--- config.mk ---
export PLATFORM = sky130hd
export DESIGN_NAME = fetch_align_ctrl
export DESIGN_NICKNAME = d
export VERILOG_FILES = /design/src/rtl/fetch_align_ctrl_pkg.sv /design/src/rtl/fetch_rotator.sv /design/src/rtl/fetch_align_ctrl.sv
export SDC_FILE = /design/constraint.sdc
export NUM_CORES = 2
export LEC_CHECK = 0
export BUFFER_PORTS_ARGS = -buffer_cell sky130_fd_sc_hd__clkbuf_2
export CORE_AREA = 2 2 341 343
export CTS_BUF_LIST = sky130_fd_sc_hd__clkbuf_4
export CTS_CLUSTER_DIAMETER = 120
export DETAILED_ROUTE_END_ITERATION = 16
export DIE_AREA = 0 0 343 345
export SLEW_MARGIN = 10
export SYNTH_ARGS = -nofsm -noshare
export SYNTH_HDL_FRONTEND = slang
export SYNTH_SLANG_ARGS = --single-unit
--- constraint.sdc ---
create_clock -name clk -period 4.9 [get_ports clk]
set_input_delay 0.49 -clock clk [delete_from_list [all_inputs] [get_ports clk]]
set_output_delay 0.49 -clock clk [all_outputs]
set_load 0.02 [all_outputs]
--- src/rtl/fetch_align_ctrl_pkg.sv ---
`default_nettype none
// ============================================================================
// Module   : fetch_align_ctrl_pkg
// Purpose  : Shared sizes, types and helpers for the fetch/align controller.
// Revision : 1.0 - initial release
// ============================================================================
package fetch_align_ctrl_pkg;

  localparam int LINE_BYTES = 16;
  localparam int BUF_BYTES  = 32;
  localparam int CNT_W      = 6;   // occupancy 0..32
  localparam int IDX_W      = 5;   // byte index 0..31

  typedef logic [CNT_W-1:0] cnt_t;
  typedef logic [IDX_W-1:0] idx_t;

  // Byte k of a cache line; address byte 0 lives in the top byte lane.
  function automatic logic [7:0] line_byte(input logic [8*LINE_BYTES-1:0] line,
                                           input logic [3:0] k);
    return line[8*(LINE_BYTES-1-int'(k)) +: 8];
  endfunction

endpackage
`default_nettype wire

--- src/rtl/fetch_rotator.sv ---
`default_nettype none
// ============================================================================
// Module   : fetch_rotator
// Purpose  : Extracts a 16-byte window starting at a head index from a
//            32-byte circular buffer (wrapping past the last byte).
// Revision : 1.0 - initial release
// ============================================================================
module fetch_rotator
  import fetch_align_ctrl_pkg::*;
(
  input  logic [8*BUF_BYTES-1:0]  buffer,
  input  idx_t                    head,
  output logic [8*LINE_BYTES-1:0] ir
);

  logic [7:0] w_bytes [BUF_BYTES];

  // Buffer byte 0 sits in the most significant lane of the flat vector.
  for (genvar j = 0; j < BUF_BYTES; j++) begin : g_unpack
    assign w_bytes[j] = buffer[8*(BUF_BYTES-1-j) +: 8];
  end

  // Window byte i is buffer byte (head + i) mod 32; 5-bit add wraps for free.
  for (genvar i = 0; i < LINE_BYTES; i++) begin : g_extract
    idx_t w_idx;
    assign w_idx = head + idx_t'(i);
    assign ir[8*(LINE_BYTES-1-i) +: 8] = w_bytes[w_idx];
  end

endmodule
`default_nettype wire

--- src/rtl/fetch_align_ctrl.sv ---
`default_nettype none
// ============================================================================
// Module   : fetch_align_ctrl
// Purpose  : Instruction fetch/align buffer. Requests 16-byte lines from the
//            I-cache into a 32-byte circular buffer and presents a 16-byte
//            window at the current EIP to the decoder, which consumes
//            variable-length instructions.
// Revision : 1.0 - initial release
// ============================================================================
module fetch_align_ctrl
  import fetch_align_ctrl_pkg::*;
#(
  parameter logic [31:0] RESET_EIP = 32'h0000_0000
) (
  input  logic                    clk,
  input  logic                    reset,
  input  logic                    redirect,
  input  logic [31:0]             redirect_eip,
  output logic                    icache_req,
  output logic [31:0]             icache_addr,
  input  logic                    icache_ready,
  input  logic [8*LINE_BYTES-1:0] icache_data,
  output logic [8*LINE_BYTES-1:0] IR,
  output logic                    ir_valid,
  output logic [31:0]             EIP,
  input  logic                    dec_ready,
  input  logic [3:0]              instr_length_updt
);

  cnt_t        r_count;
  idx_t        r_head;
  logic [31:0] r_fetch_addr;
  logic [31:0] r_eip;
  logic [3:0]  r_skip;

  cnt_t        w_fill_len;
  cnt_t        w_space;
  cnt_t        w_len_ext;
  cnt_t        w_count_next;
  idx_t        w_wr_base;
  logic        w_xfer;
  logic        w_consume;
  logic [8*BUF_BYTES-1:0] w_buf_flat;

  // Bytes a line contributes: the first line after a redirect skips the
  // bytes below the target address.
  assign w_fill_len = cnt_t'(LINE_BYTES) - {2'b00, r_skip};
  assign w_space    = cnt_t'(BUF_BYTES) - r_count;
  assign w_len_ext  = {2'b00, instr_length_updt};

  // Only request when the whole useful part of the line is guaranteed to fit,
  // so occupancy can never overflow regardless of simultaneous consumption.
  assign icache_req  = !reset && !redirect && (w_space >= w_fill_len);
  assign icache_addr = r_fetch_addr;
  assign w_xfer      = icache_req && icache_ready;

  assign ir_valid  = (r_count >= cnt_t'(LINE_BYTES));
  assign w_consume = ir_valid && dec_ready && (instr_length_updt != 4'd0);

  assign w_count_next = r_count
                      + (w_xfer    ? w_fill_len : cnt_t'(0))
                      - (w_consume ? w_len_ext  : cnt_t'(0));

  // Incoming bytes land just past the valid region.
  assign w_wr_base = r_head + r_count[IDX_W-1:0];

  assign EIP = r_eip;

  // Control state: occupancy, head, EIP and fetch pointer; redirect overrides
  // any transfer or consume in the same cycle.
  always_ff @(posedge clk or posedge reset) begin
    if (reset) begin
      r_count      <= '0;
      r_head       <= '0;
      r_eip        <= RESET_EIP;
      r_fetch_addr <= {RESET_EIP[31:4], 4'b0000};
      r_skip       <= RESET_EIP[3:0];
    end else if (redirect) begin
      r_count      <= '0;
      r_head       <= '0;
      r_eip        <= redirect_eip;
      r_fetch_addr <= {redirect_eip[31:4], 4'b0000};
      r_skip       <= redirect_eip[3:0];
    end else begin
      r_count <= w_count_next;
      if (w_consume) begin
        r_head <= r_head + {1'b0, instr_length_updt};
        r_eip  <= r_eip + {28'd0, instr_length_updt};
      end
      if (w_xfer) begin
        r_fetch_addr <= r_fetch_addr + 32'd16;
        r_skip       <= 4'd0;
      end
    end
  end

  // One register per buffer slot; each slot decides whether this cycle's
  // line covers it and which line byte it takes.
  for (genvar j = 0; j < BUF_BYTES; j++) begin : g_slot
    idx_t       w_off;
    logic       w_hit;
    logic [3:0] w_src;
    logic [7:0] r_byte;

    assign w_off = idx_t'(j) - w_wr_base;
    assign w_hit = w_xfer && ({1'b0, w_off} < w_fill_len);
    assign w_src = w_off[3:0] + r_skip;

    // Data-only storage: contents are meaningless until counted as valid.
    always_ff @(posedge clk) begin
      if (w_hit) begin
        r_byte <= line_byte(icache_data, w_src);
      end
    end

    assign w_buf_flat[8*(BUF_BYTES-1-j) +: 8] = r_byte;
  end

  fetch_rotator u_rotator (
    .buffer (w_buf_flat),
    .head   (r_head),
    .ir     (IR)
  );

endmodule
`default_nettype wire

==> reports/qor.txt <==
Outcome = completed
Slew HR = 0.2401
Synth warn = 0
Worst path arrival time = 4.17 ns
Synth Area in Compound Gates = 0.06880
Max Cap Viol = 0
Post-synth top area share = 0.2788
Yosys reg bits = 331
Iteration-0 DRC Markers = 3,675
Number of synthesized flops with an enable pin = 256
Post-Synth Adder-Cell Area = 0.05221
Crit Path Class = reg2out
Via count = 28.84k
Largest net degree at the start of global routing = 111
Nature of the critical path startpoint = flip-flop
Least-Margin Pin Slew = 1.140 ns
CTS buffer count = 80
Synth area leaders = mux4_2 28%, edfxtp_1 22%, mux2i_1 12%
Drt pass-1 iters = 6
CP startpoint = r_head[2]$_DFFE_PP0P_
Mux contribution to synthesized area = 0.4276
Placed Cells = 4,720
Post-synthesis average cell area = 11.63 um2
RSZ-0062 raised after global routing = false
Clk sinks = 331
Starting Density = 0.2969
First-pass GRT wire length = 192.1 mm
Row count = 125
Core area = 0.1151 mm2
Most frequent cell after synthesis = nand2_1
Worst Setup End Kind = output pin
Wire per inst = 27.60 um
Crit-path max FO = 51
Most used DFF post-synth = edfxtp_1
GR Overflow Total = 0
Initial antenna violation count = 41
Final Hold Violating Endpoints = 0
Die Wd = 343 um
Synth Cell Area = 0.03417 mm2
Worst R2R Path Depth = 18
Post-synth top area cell = mux4_2
Clk_skew = 0.09949 ns
Netlist cell types = 68
Slew Limit Fails = 0
Die area = 0.1183 mm2
IO buf count = 358
Setup Total Neg Slack = 0 ns
Post-route clock period utilization = 0.9514
Chip height = 345 um
R2R Path End = r_count[5]$_DFF_PP0_
CTS clk-pin slew, worst paths = 0.07 ns
H-tree depth = 3
Post-Synth Simple-Gate Area = 0.09735
Fmax = 0.2145 GHz
Layout Cells excl Fill = 4,909
Via/cell ratio = 5.876
Tot GR Track Use = 0.2227
Hold buffer count at CTS = 28
Top cells by count, synth = 452 x nand2_1, 423 x mux4_2, 399 x mux2i_1, 256 x edfxtp_1, 127 x o21ai_0
Clock tree buffer depth = 3
Layout area overhead = 15.14%
Post-synthesis xor/xnor area fraction = 0.03259
Worst skew pair latency = 0.87 ns
Post-Syn Instances = 2,938
Root cell of the clock tree = clkbuf_4
R2R Setup Slk = 0.43 ns
Post-synthesis sequential area ratio = 0.2799
Setup violators final = 0
Nets = 3,611
Minimum clock period = 4.662 ns
Final RePlAce weighted congestion = 0.9557
Number of global-route vias before repair = 26.34k
Reg2Reg Launch Point = r_skip[1]$_DFFE_PP0N_
Post-CTS setup buffers = 0
CP required = 4.41 ns
Antenna Violating Nets Remaining = 0
Routed WL = 135.5 mm
TritonCTS clock tree = yes
Ratio of cells with drive above 1 in the final layout = 0.3460
DRC = 0
Async S/R FF share, synth = 0.2266
Post-CTS Resized = 0
IO Pins = 363
Main combinational cell family by area after synthesis = multiplexers
Hold crit path type = in2async
Post-DP HPWL = 113.0 mm
per-layer routing:
metal / global-route usage / share of wire / vias to the layer above
met3: 0.09930 / 0.15 / 236
met4: 0.06746 / 0.031 / 46
met2: 0.3032 / 0.41 / 1869
met5: 0 / 0.0022 / -
met1: 0.3137 / 0.41 / 14425
li1: - / - / 12267
placed cells by master (no fill, tap or decap), types with 12 or more instances in the layout:
cell and instances:
o31ai_1 12, dfrtp_1 71, diode_2 24, ha_1 122, mux2i_1 399, o21ai_0 127
nand2_1 451, a31oi_1 19, clkinv_1 27, mux4_2 423, a211oi_1 42, nor2_1 88
dlygate4sd3_1 28, a21oi_1 91, clkbuf_2 358, xnor2_1 55, or4_1 12, nor3_1 15
nand4_1 13, nand3_1 67, nand3b_1 12, inv_1 86, mux2_2 94, edfxtp_1 256
buf_4 105, xor2_1 21, clkbuf_4 105, a21o_1 35
area by class of cell:
| cell class | count | area (um2) |
|---|---|---|
| flip-flops and latches | 331 | 9577 |
| multi-input cells | 2297 | 23440 |
| well taps | 1524 | 1907 |
| diodes | 24 | 60.06 |
| clock inverters | 32 | 138.9 |
| repair buffers | 502 | 3080 |
| inverters | 94 | 356.6 |
| clock buffers | 105 | 788.3 |
| fillers | 11522 | 75760 |
registers in the layout (all words and copies together), names as in the netlist:
register       flops
r_skip             4
r_head             5
r_count            6
g_slot.r_byte    256
EIP               32
icache_addr       28
worst max path at each step:
stage	slack, ns	depth (start not counted)	end
after global routing	0.02	8	IR[65]
after global placement	0.40	18	r_count[5]$_DFF_PP0_
after floorplan	0.14	19	r_count[5]$_DFF_PP0_
after detailed placement	0.40	18	r_count[5]$_DFF_PP0_
after CTS	0.19	8	IR[65]
final	0.24	9	IR[45]
critical path, stage by stage (launching register included):
cell	delay [ns]
dfrtp_4	0.43
buf_4	0.32
inv_1	0.22
ha_2	0.56
buf_4	0.47
nand2_1	0.09
nand2_1	0.12
mux2i_1	0.08
mux2i_1	0.73
clkbuf_2	0.30
cell families (layout without fill, tap and decap cells):
kind of cell,Yosys count,after routing
muxes,919,919
buffers and inverters,313,733
and+or+nand+nor,748,748
xor gates and xnor gates,106,106
AOI/OAI and AO/OA,384,384
other,1,28
adders and majority gates,136,136
DFF,331,331
stage by stage:
step	hold slack [ns]	util	setup slack, ns	area (um2)
floorplan	0.5873	-	0.1386	34190
global placement	0.5685	0.3308	0.4009	38080
detailed placement	0.5814	0.3308	0.3983	38080
CTS	0.004638	0.3413	0.1944	39290
global route	0.04139	0.3417	0.01646	39340
finish	0.09088	0.3418	0.2379	39350
Power is left out: the tool's default activity adds up to more than one toggle a clock period on the data nets, which glitch-free logic cannot reach.
